### src/rtl/iscas_c17_if.sv
// Signal bundle for the c17 fault-simulation golden block: primary inputs,
// fault-config bus, and the combinational plus registered primary outputs.
`timescale 1ns/1ps

interface iscas_c17_if;
  // Primary inputs, vector bit order N1 = bit 0 ... N7 = bit 4
  logic       N1;
  logic       N2;
  logic       N3;
  logic       N6;
  logic       N7;

  // Single stuck-at fault configuration
  logic       cfg_we;
  logic       fault_en;
  logic [3:0] fault_site;
  logic       fault_val;

  // Primary outputs, combinational and registered
  logic       N22;
  logic       N23;
  logic       N22_q;
  logic       N23_q;

  // The side that drives vectors and configures faults
  modport master (
    output N1, N2, N3, N6, N7,
    output cfg_we, fault_en, fault_site, fault_val,
    input  N22, N23, N22_q, N23_q
  );

  // The c17 circuit itself
  modport slave (
    input  N1, N2, N3, N6, N7,
    input  cfg_we, fault_en, fault_site, fault_val,
    output N22, N23, N22_q, N23_q
  );
endinterface

### src/rtl/iscas_c17.sv
// ISCAS-85 c17 benchmark with a single stuck-at fault-injection register.
// Six 2-input NANDs form the combinational core. Any one of the eleven nets
// can be forced to a stuck value selected by a clocked config register, and
// both primary outputs are also provided as registered copies.
`timescale 1ns/1ps

module iscas_c17 (
  input  logic       clk,
  input  logic       rst_n,
  iscas_c17_if.slave bus
);

  // Net indices used by the fault-site encoding; 11..15 select nothing
  localparam logic [3:0] SITE_N1  = 4'd0;
  localparam logic [3:0] SITE_N2  = 4'd1;
  localparam logic [3:0] SITE_N3  = 4'd2;
  localparam logic [3:0] SITE_N6  = 4'd3;
  localparam logic [3:0] SITE_N7  = 4'd4;
  localparam logic [3:0] SITE_N10 = 4'd5;
  localparam logic [3:0] SITE_N11 = 4'd6;
  localparam logic [3:0] SITE_N16 = 4'd7;
  localparam logic [3:0] SITE_N19 = 4'd8;
  localparam logic [3:0] SITE_N22 = 4'd9;
  localparam logic [3:0] SITE_N23 = 4'd10;

  // Fault configuration state
  logic       faultEn_q;
  logic       faultEn_d;
  logic [3:0] faultSite_q;
  logic [3:0] faultSite_d;
  logic       faultVal_q;
  logic       faultVal_d;

  // Registered output copies
  logic       outN22_q;
  logic       outN22_d;
  logic       outN23_q;
  logic       outN23_d;

  // One-hot "this net is faulted" flags, one per net index
  logic [10:0] siteHit;

  // Possibly-faulted versions of every net in the circuit
  logic n1;
  logic n2;
  logic n3;
  logic n6;
  logic n7;
  logic n10;
  logic n11;
  logic n16;
  logic n19;
  logic n22;
  logic n23;

  // Replace a net's fault-free value by the stuck value when it is the site
  function automatic logic forceNet(input logic hit, input logic good,
                                    input logic stuckVal);
    return hit ? stuckVal : good;
  endfunction

  // Config register next state: all three fields load together or hold
  always_comb begin
    faultEn_d   = faultEn_q;
    faultSite_d = faultSite_q;
    faultVal_d  = faultVal_q;
    if (bus.cfg_we) begin
      faultEn_d   = bus.fault_en;
      faultSite_d = bus.fault_site;
      faultVal_d  = bus.fault_val;
    end
  end

  // Config register; reset clears any active fault without waiting for clk
  always_ff @(posedge clk or negedge rst_n) begin
    if (!rst_n) begin
      faultEn_q   <= 1'b0;
      faultSite_q <= 4'd0;
      faultVal_q  <= 1'b0;
    end else begin
      faultEn_q   <= faultEn_d;
      faultSite_q <= faultSite_d;
      faultVal_q  <= faultVal_d;
    end
  end

  // Decode the registered site into a one-hot flag; unused codes hit nothing
  always_comb begin
    siteHit = '0;
    if (faultEn_q) begin
      case (faultSite_q)
        SITE_N1:  siteHit[0]  = 1'b1;
        SITE_N2:  siteHit[1]  = 1'b1;
        SITE_N3:  siteHit[2]  = 1'b1;
        SITE_N6:  siteHit[3]  = 1'b1;
        SITE_N7:  siteHit[4]  = 1'b1;
        SITE_N10: siteHit[5]  = 1'b1;
        SITE_N11: siteHit[6]  = 1'b1;
        SITE_N16: siteHit[7]  = 1'b1;
        SITE_N19: siteHit[8]  = 1'b1;
        SITE_N22: siteHit[9]  = 1'b1;
        SITE_N23: siteHit[10] = 1'b1;
        default:  siteHit     = '0;
      endcase
    end
  end

  // NAND network; each stem is forced once so every fanout sees the fault
  always_comb begin
    n1  = forceNet(siteHit[0],  bus.N1, faultVal_q);
    n2  = forceNet(siteHit[1],  bus.N2, faultVal_q);
    n3  = forceNet(siteHit[2],  bus.N3, faultVal_q);
    n6  = forceNet(siteHit[3],  bus.N6, faultVal_q);
    n7  = forceNet(siteHit[4],  bus.N7, faultVal_q);
    n10 = forceNet(siteHit[5],  ~(n1 & n3),   faultVal_q);
    n11 = forceNet(siteHit[6],  ~(n3 & n6),   faultVal_q);
    n16 = forceNet(siteHit[7],  ~(n2 & n11),  faultVal_q);
    n19 = forceNet(siteHit[8],  ~(n11 & n7),  faultVal_q);
    n22 = forceNet(siteHit[9],  ~(n10 & n16), faultVal_q);
    n23 = forceNet(siteHit[10], ~(n16 & n19), faultVal_q);
  end

  // Output copies always follow the current (possibly faulted) outputs
  always_comb begin
    outN22_d = n22;
    outN23_d = n23;
  end

  // Output copy registers
  always_ff @(posedge clk or negedge rst_n) begin
    if (!rst_n) begin
      outN22_q <= 1'b0;
      outN23_q <= 1'b0;
    end else begin
      outN22_q <= outN22_d;
      outN23_q <= outN23_d;
    end
  end

  assign bus.N22   = n22;
  assign bus.N23   = n23;
  assign bus.N22_q = outN22_q;
  assign bus.N23_q = outN23_q;

endmodule

### src/flat_wrapper.sv
// flat-port wrapper written by rule: the top's interface ports become plain ports
module iscas_c17_flat 
  (clk, rst_n, bus_N1, bus_N2, bus_N3, bus_N6, bus_N7, bus_cfg_we, bus_fault_en, bus_fault_site, bus_fault_val, bus_N22, bus_N23, bus_N22_q, bus_N23_q);
  iscas_c17_if bus_i ();
  input  logic clk;
  input  logic rst_n;
  input wire logic [$bits(bus_i.N1)-1:0] bus_N1;
  input wire logic [$bits(bus_i.N2)-1:0] bus_N2;
  input wire logic [$bits(bus_i.N3)-1:0] bus_N3;
  input wire logic [$bits(bus_i.N6)-1:0] bus_N6;
  input wire logic [$bits(bus_i.N7)-1:0] bus_N7;
  input wire logic [$bits(bus_i.cfg_we)-1:0] bus_cfg_we;
  input wire logic [$bits(bus_i.fault_en)-1:0] bus_fault_en;
  input wire logic [$bits(bus_i.fault_site)-1:0] bus_fault_site;
  input wire logic [$bits(bus_i.fault_val)-1:0] bus_fault_val;
  output wire logic [$bits(bus_i.N22)-1:0] bus_N22;
  output wire logic [$bits(bus_i.N23)-1:0] bus_N23;
  output wire logic [$bits(bus_i.N22_q)-1:0] bus_N22_q;
  output wire logic [$bits(bus_i.N23_q)-1:0] bus_N23_q;
  assign bus_i.N1 = bus_N1;
  assign bus_i.N2 = bus_N2;
  assign bus_i.N3 = bus_N3;
  assign bus_i.N6 = bus_N6;
  assign bus_i.N7 = bus_N7;
  assign bus_i.cfg_we = bus_cfg_we;
  assign bus_i.fault_en = bus_fault_en;
  assign bus_i.fault_site = bus_fault_site;
  assign bus_i.fault_val = bus_fault_val;
  assign bus_N22 = bus_i.N22;
  assign bus_N23 = bus_i.N23;
  assign bus_N22_q = bus_i.N22_q;
  assign bus_N23_q = bus_i.N23_q;
  iscas_c17 u_core (.clk(clk), .rst_n(rst_n), .bus(bus_i));
endmodule
### config.mk
export PLATFORM = sky130hd
export DESIGN_NAME = iscas_c17_flat
export DESIGN_NICKNAME = d
export VERILOG_FILES = /design/src/rtl/iscas_c17_if.sv /design/src/rtl/iscas_c17.sv /design/src/flat_wrapper.sv
export SDC_FILE = /design/constraint.sdc
export NUM_CORES = 1
export LEC_CHECK = 0
export ABC_AREA = 1
export ABC_CLOCK_PERIOD_IN_PS = 2000
export BUFFER_PORTS_ARGS = -buffer_cell sky130_fd_sc_hd__buf_2
export CAP_MARGIN = 20
export CORE_AREA = 4 4 41 43
export CTS_BUF_LIST = sky130_fd_sc_hd__clkbuf_16
export CTS_CLUSTER_SIZE = 14
export DETAILED_ROUTE_END_ITERATION = 6
export DIE_AREA = 0 0 45 47
export GPL_ROUTABILITY_DRIVEN = 0
export PLACE_DENSITY_LB_ADDON = 0.12
export SLEW_MARGIN = 20
export SYNTH_ARGS = -nofsm -noshare
export SYNTH_HDL_FRONTEND = slang
export SYNTH_SLANG_ARGS = --single-unit
### constraint.sdc
create_clock -name clk -period 2 [get_ports clk]
set_clock_uncertainty 0.1 [all_clocks]
set_input_delay 0.4 -clock clk [delete_from_list [all_inputs] [get_ports clk]]
set_output_delay 0.4 -clock clk [all_outputs]
set_load 0.005 [all_outputs]
==> flow_metrics.tcl, run 1 <==
set metrics [dict create \
    outcome "finished, violations left" \
    violations "setup timing" \
    crit_path_cell_trace "buf_4 > nor2_4 > nand3_1 > nand2_1 > nand2_1 > nor2_1 > nand3_1 > nand2_1 > nor2_1 > nor2_1 > buf_2" \
    grt_overflow 0 \
    synth_warnings 0 \
    finalHoldViolCount 0 \
    pin_count 18 \
    worst_setup_path_start_kind "flip-flop" \
    cts_htree_levels 1 \
    grtUsageMet3 0.0230 \
    vias 644 \
    finalInstanceArea_um2 881 \
    clock_power_share 0.479 \
    r2r-start "u_core.faultSite_q[0]" \
    fmax_mhz 454 \
    hold_class "input port to flip-flop" \
    cpPeakStageDelay_ns 0.45 \
    clk_pin_slew_ns 0.03 \
    crit_slowest_cell "dfrtp_2" \
    switching_share 0.257 \
    routed_wl_um 1540 \
    layout_setup_ws_ns -0.204 \
    fillCellCount 117 \
    insertion_delay_ns 0.23 \
    dp_hpwl_um 981 \
    start_util 0.434 \
    slew_viol_final 0 \
    use_met2 0.268 \
    gr-usage-all-layers 0.156 \
    p_switching_mw 0.175 \
    p_int_mw 0.506 \
    area_growth_pct 56.1 \
    cts_inserted_buffers 3 \
    dpl_cell_area_um2 664 \
    drive_above_1_share 0.426 \
    port_buffers 17 \
    final_util 0.677 \
    cp.required_ns 1.50 \
    ys_types 17 \
    p_per_area_nw_per_um2 774 \
    drtIter0Drc 5 \
    hold_path_startpoint "bus_fault_site[0]" \
    ir_drop_mv 0.570 \
    ant_nets 0 \
    critPathKind "flip-flop to output port" \
    comb_power_share 0.224 \
    diodes 0 \
    synthCells 86 \
    multi_input_area_um2 370 \
    drv_cap 0 \
    grt_max_degree 13 \
    wire_per_inst_um 11.8 \
    die_w_um 45 \
    regArea_um2 205 \
    top_usage_layer "met2" \
    maxSlewHeadroom 0.837 \
    setup_viol 2 \
    cp-end-kind "output port" \
    p_seq_frac 0.297 \
    min_period_ns 2.20 \
    rows 13 \
    r2r_setup_slack_ns 0.47 \
    ys_seq_area_frac 0.355 \
    ys_seq_elements 8 \
    period_share 1.10 \
    cts_buffer_depth 2 \
    cts_root_buf "clkbuf_16" \
    drt-pass1-iter-count 4 \
    syn_area_um2 564 \
    critical_path.max_fanout 4 \
    antenna_found_initial 0 \
    grt_pass1_vias 607 \
    rr_endpoint "u_core.bus.N23_q" \
    drc 0 \
    grt_pass1_wl_um 2380 \
    grtUsageMet1 0.174 \
    die_h_um 47 \
    die-area_um2 2120 \
    rsz0062_at_grt "true" \
    syn_area_per_cell_um2 6.56 \
    leakagePower_nw 0.443 \
    whs_path_depth 3 \
    core_um2 1300 \
    max_slew.worst_pin.slew_ns 0.244 \
    numClockSinks 8 \
    avgViaCountPerCell 4.95 \
    finalNetCount 131 \
    syn_nets 100 \
    ff2ff_path_depth 10 \
    cts_tree "done" \
    cp.arrival_ns 1.70 \
    hold_end "u_core.faultSite_q[0]" \
]
-- Yosys cell counts --
master,count,area share
and2_2,1,0.013
clkbuf_1,1,0.0066
dfrtp_1,8,0.35
inv_1,11,0.073
inv_2,1,0.0066
nand2_1,27,0.18
nand2_2,1,0.011
nand3_1,11,0.098
nand3_2,1,0.018
nand4_1,2,0.022
nor2_1,8,0.053
nor2_2,2,0.022
nor2_4,2,0.040
nor4_1,1,0.011
o21ai_0,6,0.053
o21bai_1,2,0.027
o22ai_1,1,0.011
-- per-layer routing --
layer,part of all wire,vias to the layer above
met5,0,-
met4,0.020,0
met3,0.042,4
met2,0.51,15
met1,0.42,290
li1,-,335
-- cell families (layout without fill, tap and decap cells) --
kind of cell | Yosys count | count (layout) | share of synthesized area
buf+inv | 13 | 42 | 0.0865
flops | 8 | 8 | 0.355
compound gates | 9 | 9 | 0.0909
simple gates | 56 | 56 | 0.468
-- repair_timing --
action                     CTS  global route
hold endpoints to repair     8             0
cloned                       0             0
pin swaps                    7             7
hold buffers                 1             0
setup buffers                5             4
gates resized for setup     12             6
setup endpoints to repair    2             2
-- worst max-delay path, delay by kind of cell (launching register included) --
family | cells | cell delay [ns]
buffers and inverters | 2 | 0.29
flip-flops | 1 | 0.45
AND/OR/NAND/NOR | 9 | 0.74
-- through the flow --
step / power [mW] / setup slack [ns] / hold slack (ns) / std cells / TNS (ns)
final: 0.682 / -0.204 / 0.280 / 130 / -0.357
after global routing: 0.716 / -0.336 / 0.292 / 130 / -0.597
after CTS: 0.664 / -0.0717 / 0.282 / 126 / -0.126
after detailed placement: 0.307 / 0.0799 / 0.148 / 117 / 0
after global placement: 0.306 / 0.0843 / 0.148 / 117 / 0
after floorplan: 0.265 / 0.326 / 0.00441 / 86 / 0
-- power by group through the flow --
stage | sequential, mW | clock (mW) | combinational (mW)
floorplan | 0.198 | 0 | 0.0671
global placement | 0.199 | 0 | 0.108
detailed placement | 0.199 | 0 | 0.108
CTS | 0.203 | 0.331 | 0.130
global route | 0.204 | 0.341 | 0.172
finish | 0.202 | 0.327 | 0.153
-- worst max-delay path by stage --
stage / startpoint / to
2_1_floorplan: u_core.faultSite_q[0] / bus_N23
3_3_place_gp: u_core.faultSite_q[0] / bus_N23
6_report: u_core.faultSite_q[0] / bus_N23
3_5_place_dp: u_core.faultSite_q[0] / bus_N23
4_1_cts: u_core.faultSite_q[0] / bus_N23
5_1_grt: u_core.faultSite_q[0] / bus_N23
-- cell type report --
type	instances	share of cell area
Sequential cell	8	0.233
Multi-Input combinational cell	65	0.420
Timing Repair Buffer	27	0.189
Clock buffer	3	0.0852
Tap cell	15	0.0213
Inverter	12	0.0511
-- flip-flops by register name (all words and copies together), names as in the netlist --
name and count:
u_core.bus.N22_q 1, u_core.bus.N23_q 1, u_core.faultEn_q 1, u_core.faultSite_q 4
u_core.faultVal_q 1
-- layout by cell type (no fill, tap or decap) --
master         count
nand2_1           26
buf_2             17
inv_1              9
nand3_1            9
buf_4              8
nor2_1             6
o21ai_0            6
nor2_4             5
dfrtp_1            4
dfrtp_2            4
inv_2              3
clkbuf_16          3
nand2_2            2
o21bai_1           2
nand4_1            2
nand3_2            2
nand3_4            1
o22ai_1            1
and2_2             1
nor2_2             1
nor4_4             1
dlygate4sd3_1      1
buf_6              1
Power figures use the tool's default switching activity.
==> run 2, diff against run 1 <==
--- a/constraint.sdc
+++ b/constraint.sdc
@@ -4,2 +4,2 @@
 set_output_delay 0.4 -clock clk [all_outputs]
-set_load 0.005 [all_outputs]
+set_load 0.01 [all_outputs]
==> run 2 against run 1 <==
Global-route usage is 0.56 points lower. Highest routed layer unchanged. Critical path depth is 2 lower. First-iteration DRC count is 80% higher. The flow still finishes with violations (setup timing). Die area stayed put. Sequential power hardly changed. Register-to-register slack better by 0.10 ns. Largest power group unchanged. Non-clock buffer count is 5 lower.
==> flow_metrics.tcl, run 2 (same netlist as run 1, synthesis figures left out) <==
set metrics [dict create \
    rsz0062_at_grt "true" \
    pin_count 18 \
    largest_register_ff_count 4 \
    cts_root_buf "clkbuf_16" \
    drt-pass1-iter-count 4 \
    die_h_um 47 \
    cp.arrival_ns 1.63 \
    vias 607 \
    cts_buffer_depth 2 \
    cpPeakStageDelay_ns 0.47 \
    cpMostUsedCell "nor2_1" \
    leakagePower_nw 0.414 \
    antenna_found_initial 0 \
    cp-end-kind "output port" \
    layout_common_cells "26 x nand2_1, 17 x buf_2, 10 x nand3_1" \
    finalNetCount 126 \
    cts_tree "done" \
    finalHoldViolCount 0 \
    finalPower_mw 0.663 \
    grt_pass1_wl_um 2280 \
    critical_path.max_fanout 5 \
    clk_pin_slew_ns 0.03 \
    grt_max_degree 13 \
    fmax_mhz 470 \
    die_w_um 45 \
    numClockSinks 8 \
    ant_nets 0 \
    worst_setup_path_start_kind "flip-flop" \
    dpl_cell_area_um2 664 \
    gr-usage-all-layers 0.150 \
    dp_hpwl_um 981 \
    grt_pass1_vias 570 \
    port_buffers 17 \
    cts_htree_levels 1 \
    insertion_delay_ns 0.23 \
    finalInstanceArea_um2 820 \
    rows 13 \
    regMostFlops "u_core.faultSite_q" \
    p_per_area_nw_per_um2 809 \
    drv_cap 0 \
    start_util 0.434 \
    drive_above_1_share 0.382 \
    drc 0 \
    min_period_ns 2.13 \
    core_um2 1300 \
    grt_overflow 0 \
    slew_viol_final 0 \
    critPathKind "flip-flop to output port" \
    ir_drop_mv 0.591 \
    setup_viol 2 \
    crit_slowest_cell "dfrtp_2" \
    final_common_cell "nand2_1" \
    drtIter0Drc 9 \
    diodes 0 \
    crit_path_cell_trace "nand3_2 > o21bai_1 > nand2_1 > nor2_1 > nand3_1 > nand2_1 > nor2_1 > nor2_1 > buf_2" \
    routed_wl_um 1300 \
    violations "setup timing" \
    avgViaCountPerCell 4.86 \
    area_growth_pct 45.2 \
    cts_inserted_buffers 3 \
    hold_class "input port to flip-flop" \
    max_slew.worst_pin.slew_ns 0.230 \
    wire_per_inst_um 10.4 \
    maxSlewHeadroom 0.847 \
    post-place-ws_ns 0.0621 \
    outcome "finished, violations left" \
    die-area_um2 2120 \
    layout_setup_ws_ns -0.128 \
    cp.required_ns 1.50 \
    period_share 1.06 \
]
## run 2: cell count changes in the layout (fill, tap and decap cells not counted)
cell / before / now
buf_4: 8 / 4
buf_6: 1 / 0
nand3_1: 9 / 10
nand3_4: 1 / 0
nor2_1: 6 / 7
nor2_4: 5 / 4
## run 2: power by group
group,leakage (nW),total [mW],internal [mW],switching [mW]
logic,0.286,0.133,0.0562,0.0766
clock network,0.0370,0.327,0.257,0.0697
registers,0.0908,0.203,0.181,0.0222
total,0.414,0.663,0.494,0.169
## run 2: timing repair
action,4_1_cts,5_1_grt
setup endpoints to repair,2,2
hold buffers,1,0
gates resized for setup,12,1
buffers inserted,3,1
endpoints found under the hold margin,8,0
pin swaps,5,4
## run 2: critical path: cells and delay by family (launching register included)
kind / cells / cell delay, ns
flops: 1 / 0.47
buf+inv: 1 / 0.14
simple gates: 7 / 0.63
compound gates: 1 / 0.15
## run 2: per-layer routing
metal | track usage | vias to the layer above | share of wire
li1 | - | 326 | -
met1 | 0.181 | 264 | 0.44
met2 | 0.246 | 13 | 0.49
met3 | 0.0230 | 4 | 0.046
met4 | 0.105 | 0 | 0.021
met5 | 0 | - | 0
## run 2: area by class of cell
class | instances | area, µm²
Timing Repair Buffer | 22 | 125
Fill cell | 131 | 482
Clock buffer | 3 | 75.1
Multi-Input combinational cell | 65 | 350
Tap cell | 15 | 18.8
Inverter | 12 | 45.0
Sequential cell | 8 | 205
## run 2: path summary, 6_finish.rpt
path	slack, ns	endpoint	cells after the start	start
worst max-delay path	-0.13	bus_N23	9	u_core.faultSite_q[0]
worst min-delay path	0.28	u_core.faultSite_q[0]	3	bus_fault_site[0]
worst max register to register	0.57	u_core.bus.N23_q	8	u_core.faultSite_q[0]
worst min register to register	0.53	u_core.bus.N23_q	2	u_core.faultVal_q
max in group asynchronous	1.17	u_core.faultSite_q[0]	2	rst_n
min in group asynchronous	0.46	u_core.faultSite_q[2]	2	rst_n
## run 2: metrics by stage
| stage | utilization | std cells | TNS (ns) | hold WS (ns) |
|---|---|---|---|---|
| after global routing | 0.630 | 125 | -0.541 | 0.292 |
| after detailed placement | 0.511 | 117 | 0 | 0.148 |
| after floorplan | - | 86 | 0 | 0.00441 |
| after global placement | 0.511 | 117 | 0 | 0.148 |
| final | 0.630 | 125 | -0.206 | 0.280 |
| after CTS | 0.622 | 124 | -0.168 | 0.282 |
==> run 3, diff against run 2 <==
ABC_AREA = 0   (was 1)
CORE_AREA = 4 4 42 44   (was 4 4 41 43)
DIE_AREA = 0 0 46 48   (was 0 0 45 47)
==> run 3 against run 2 <==
The flow still finishes with violations (setup timing). Critical path depth fell by 2. Via count grew 8.6%. Power grew 19%. Sequential cell count unchanged. Global-route usage up 5.7 points. Combinational power rose by 77%. Largest cell class unchanged. Design area increased by 23%. First-iteration DRC count is 120% higher. Final cell count fell by 8.8%. Highest routed layer unchanged.
==> flow_metrics.tcl, run 3 <==
set metrics [dict create \
    outcome "finished, violations left" \
    violations "setup timing" \
    max_slew.worst_pin.slew_ns 0.284 \
    maxSlewHeadroom 0.809 \
    netlist_top_cells_count "8 x dfrtp_1, 6 x nand2b_1, 5 x mux2_2, 4 x nand2_1, 4 x nor2b_1" \
    switching_share 0.281 \
    avgViaCountPerCell 5.78 \
    synth_most_common_cell "dfrtp_1" \
    cts_tree "done" \
    cts_htree_levels 1 \
    drtIter0Drc 20 \
    cp.arrival_ns 1.79 \
    rows 14 \
    largest_register_ff_count 4 \
    rsz0062_at_grt "true" \
    synth_warnings 0 \
    min_period_ns 2.29 \
    finalNetCount 114 \
    die_h_um 48 \
    finalPower_mw 0.792 \
    multi_input_area_um2 489 \
    syn_area_per_cell_um2 9.35 \
    cts_inserted_buffers 3 \
    setup_viol 2 \
    ant_nets 0 \
    grt_max_degree 10 \
    cts_buffer_depth 2 \
    layout_common_cells "17 x buf_2, 14 x buf_4, 5 x mux2_2, 5 x dfrtp_2" \
    drive_above_1_share 0.673 \
    leakagePower_nw 0.445 \
    post-place-ws_ns -0.0208 \
    drv_cap 0 \
    synthCells 68 \
    yosysTopAreaCellShare 0.315 \
    grt_pass1_vias 703 \
    antenna_found_initial 0 \
    p_seq_frac 0.270 \
    synthTopCellsByArea "dfrtp_1 31%, mux2_2 8.9%, nand2b_1 5.9%" \
    drt-pass1-iter-count 4 \
    cp-end-kind "output port" \
    p_int_mw 0.569 \
    clk_pin_slew_ns 0.04 \
    cp.required_ns 1.50 \
    vias 659 \
    pin_count 18 \
    ir_drop_mv 0.560 \
    ys.flop_type "dfrtp_1" \
    wire_per_inst_um 17.9 \
    ys_seq_area_frac 0.315 \
    fillCellCount 102 \
    period_share 1.14 \
    synth-edff-count 0 \
    p_switching_mw 0.223 \
    final_common_cell "buf_2" \
    routed_wl_um 2040 \
    syn_nets 82 \
    die-area_um2 2210 \
    finalHoldViolCount 0 \
    p_per_area_nw_per_um2 787 \
    fmax_mhz 437 \
    ys_types 33 \
    numClockSinks 8 \
    grt_pass1_wl_um 3170 \
    area_growth_pct 58.3 \
    comb_power_share 0.299 \
    start_util 0.443 \
    regArea_um2 206 \
    yosys.area.top_type "dfrtp_1" \
    layout_setup_ws_ns -0.287 \
    regMostFlops "u_core.faultSite_q" \
    die_w_um 46 \
    drc 0 \
    diodes 0 \
    core_um2 1440 \
    clock_power_share 0.431 \
    critical_path.max_fanout 7 \
    port_buffers 17 \
    hold_class "input port to flip-flop" \
    grt_overflow 0 \
    postSynth.asyncResetShare 1.00 \
    slew_viol_final 0 \
    cts_root_buf "clkbuf_16" \
    ys_seq_elements 8 \
    syn_area_um2 636 \
    dp_hpwl_um 1260 \
    insertion_delay_ns 0.24 \
    gr-usage-all-layers 0.207 \
    worst_setup_path_start_kind "flip-flop" \
    critPathKind "flip-flop to output port" \
]
[run 3: path summary, 6_finish.rpt]
check | startpoint | slack (ns) | to | cells past startpoint
setup / recovery | u_core.faultSite_q[2] | -0.29 | bus_N23 | 7
hold / removal | bus_fault_en | 0.29 | u_core.faultEn_q | 2
setup reg to reg | u_core.faultSite_q[2] | 0.37 | u_core.bus.N23_q | 6
hold reg to reg | u_core.faultVal_q | 0.49 | u_core.faultVal_q | 1
max in group asynchronous | rst_n | 1.16 | u_core.faultSite_q[1] | 2
min in group asynchronous | rst_n | 0.44 | u_core.bus.N22_q | 2
[run 3: what timing repair did]
action,CTS,global route
buffers inserted,0,3
hold buffers,1,0
hold endpoints to repair,8,0
endpoints found under the setup margin,2,2
pin swaps,8,4
gates resized for setup,14,12
[run 3: area by class of cell]
type                    instances  area share
multi-input cells              53       0.486
repair buffers                 33       0.210
flip-flops and latches          8       0.205
clock buffers                   3      0.0746
well taps                      16      0.0199
inverters                       1     0.00373
[run 3: power groups by stage]
stage | Combinational (mW) | Clock, mW | Sequential (mW)
2_1_floorplan | 0.115 | 0 | 0.197
3_3_place_gp | 0.177 | 0 | 0.205
3_5_place_dp | 0.177 | 0 | 0.206
4_1_cts | 0.200 | 0.346 | 0.212
5_1_grt | 0.255 | 0.359 | 0.217
6_report | 0.236 | 0.341 | 0.214
[run 3: logic make-up (layout without fill, tap and decap cells)]
family          after synthesis  in the layout  synth area share
compound gates               20             20             0.219
xor+xnor                      1              1            0.0138
buf+inv                       7             37            0.0748
flops                         8              8             0.315
mux                           7              7             0.128
simple gates                 25             25             0.250
[run 3: per-layer routing]
layer / vias up / track usage / part of all wire
li1: 311 / - / -
met4: 0 / 0.119 / 0.022
met3: 7 / 0.0564 / 0.050
met5: - / 0 / 0
met1: 315 / 0.235 / 0.40
met2: 26 / 0.349 / 0.53
[run 3: per-stage QoR]
stage                     area, µm²  hold WS (ns)  setup TNS [ns]   util  instances
after detailed placement        787         0.152         -0.0300  0.548        107
final                          1010         0.294          -0.497  0.700        114
after floorplan                 636       0.00441               0      -         68
after global placement          787         0.149         -0.0713  0.548        107
after global routing           1010         0.310          -0.636  0.700        114
after CTS                       928         0.294          -0.394  0.646        111
[run 3: worst max-delay path, cell delays in order (launching register included)]
cell     delay, ns
dfrtp_2       0.47
buf_6         0.16
a21o_1        0.17
o21ai_0       0.16
o21ai_0       0.16
o31ai_2       0.22
a21oi_2       0.07
buf_2         0.14
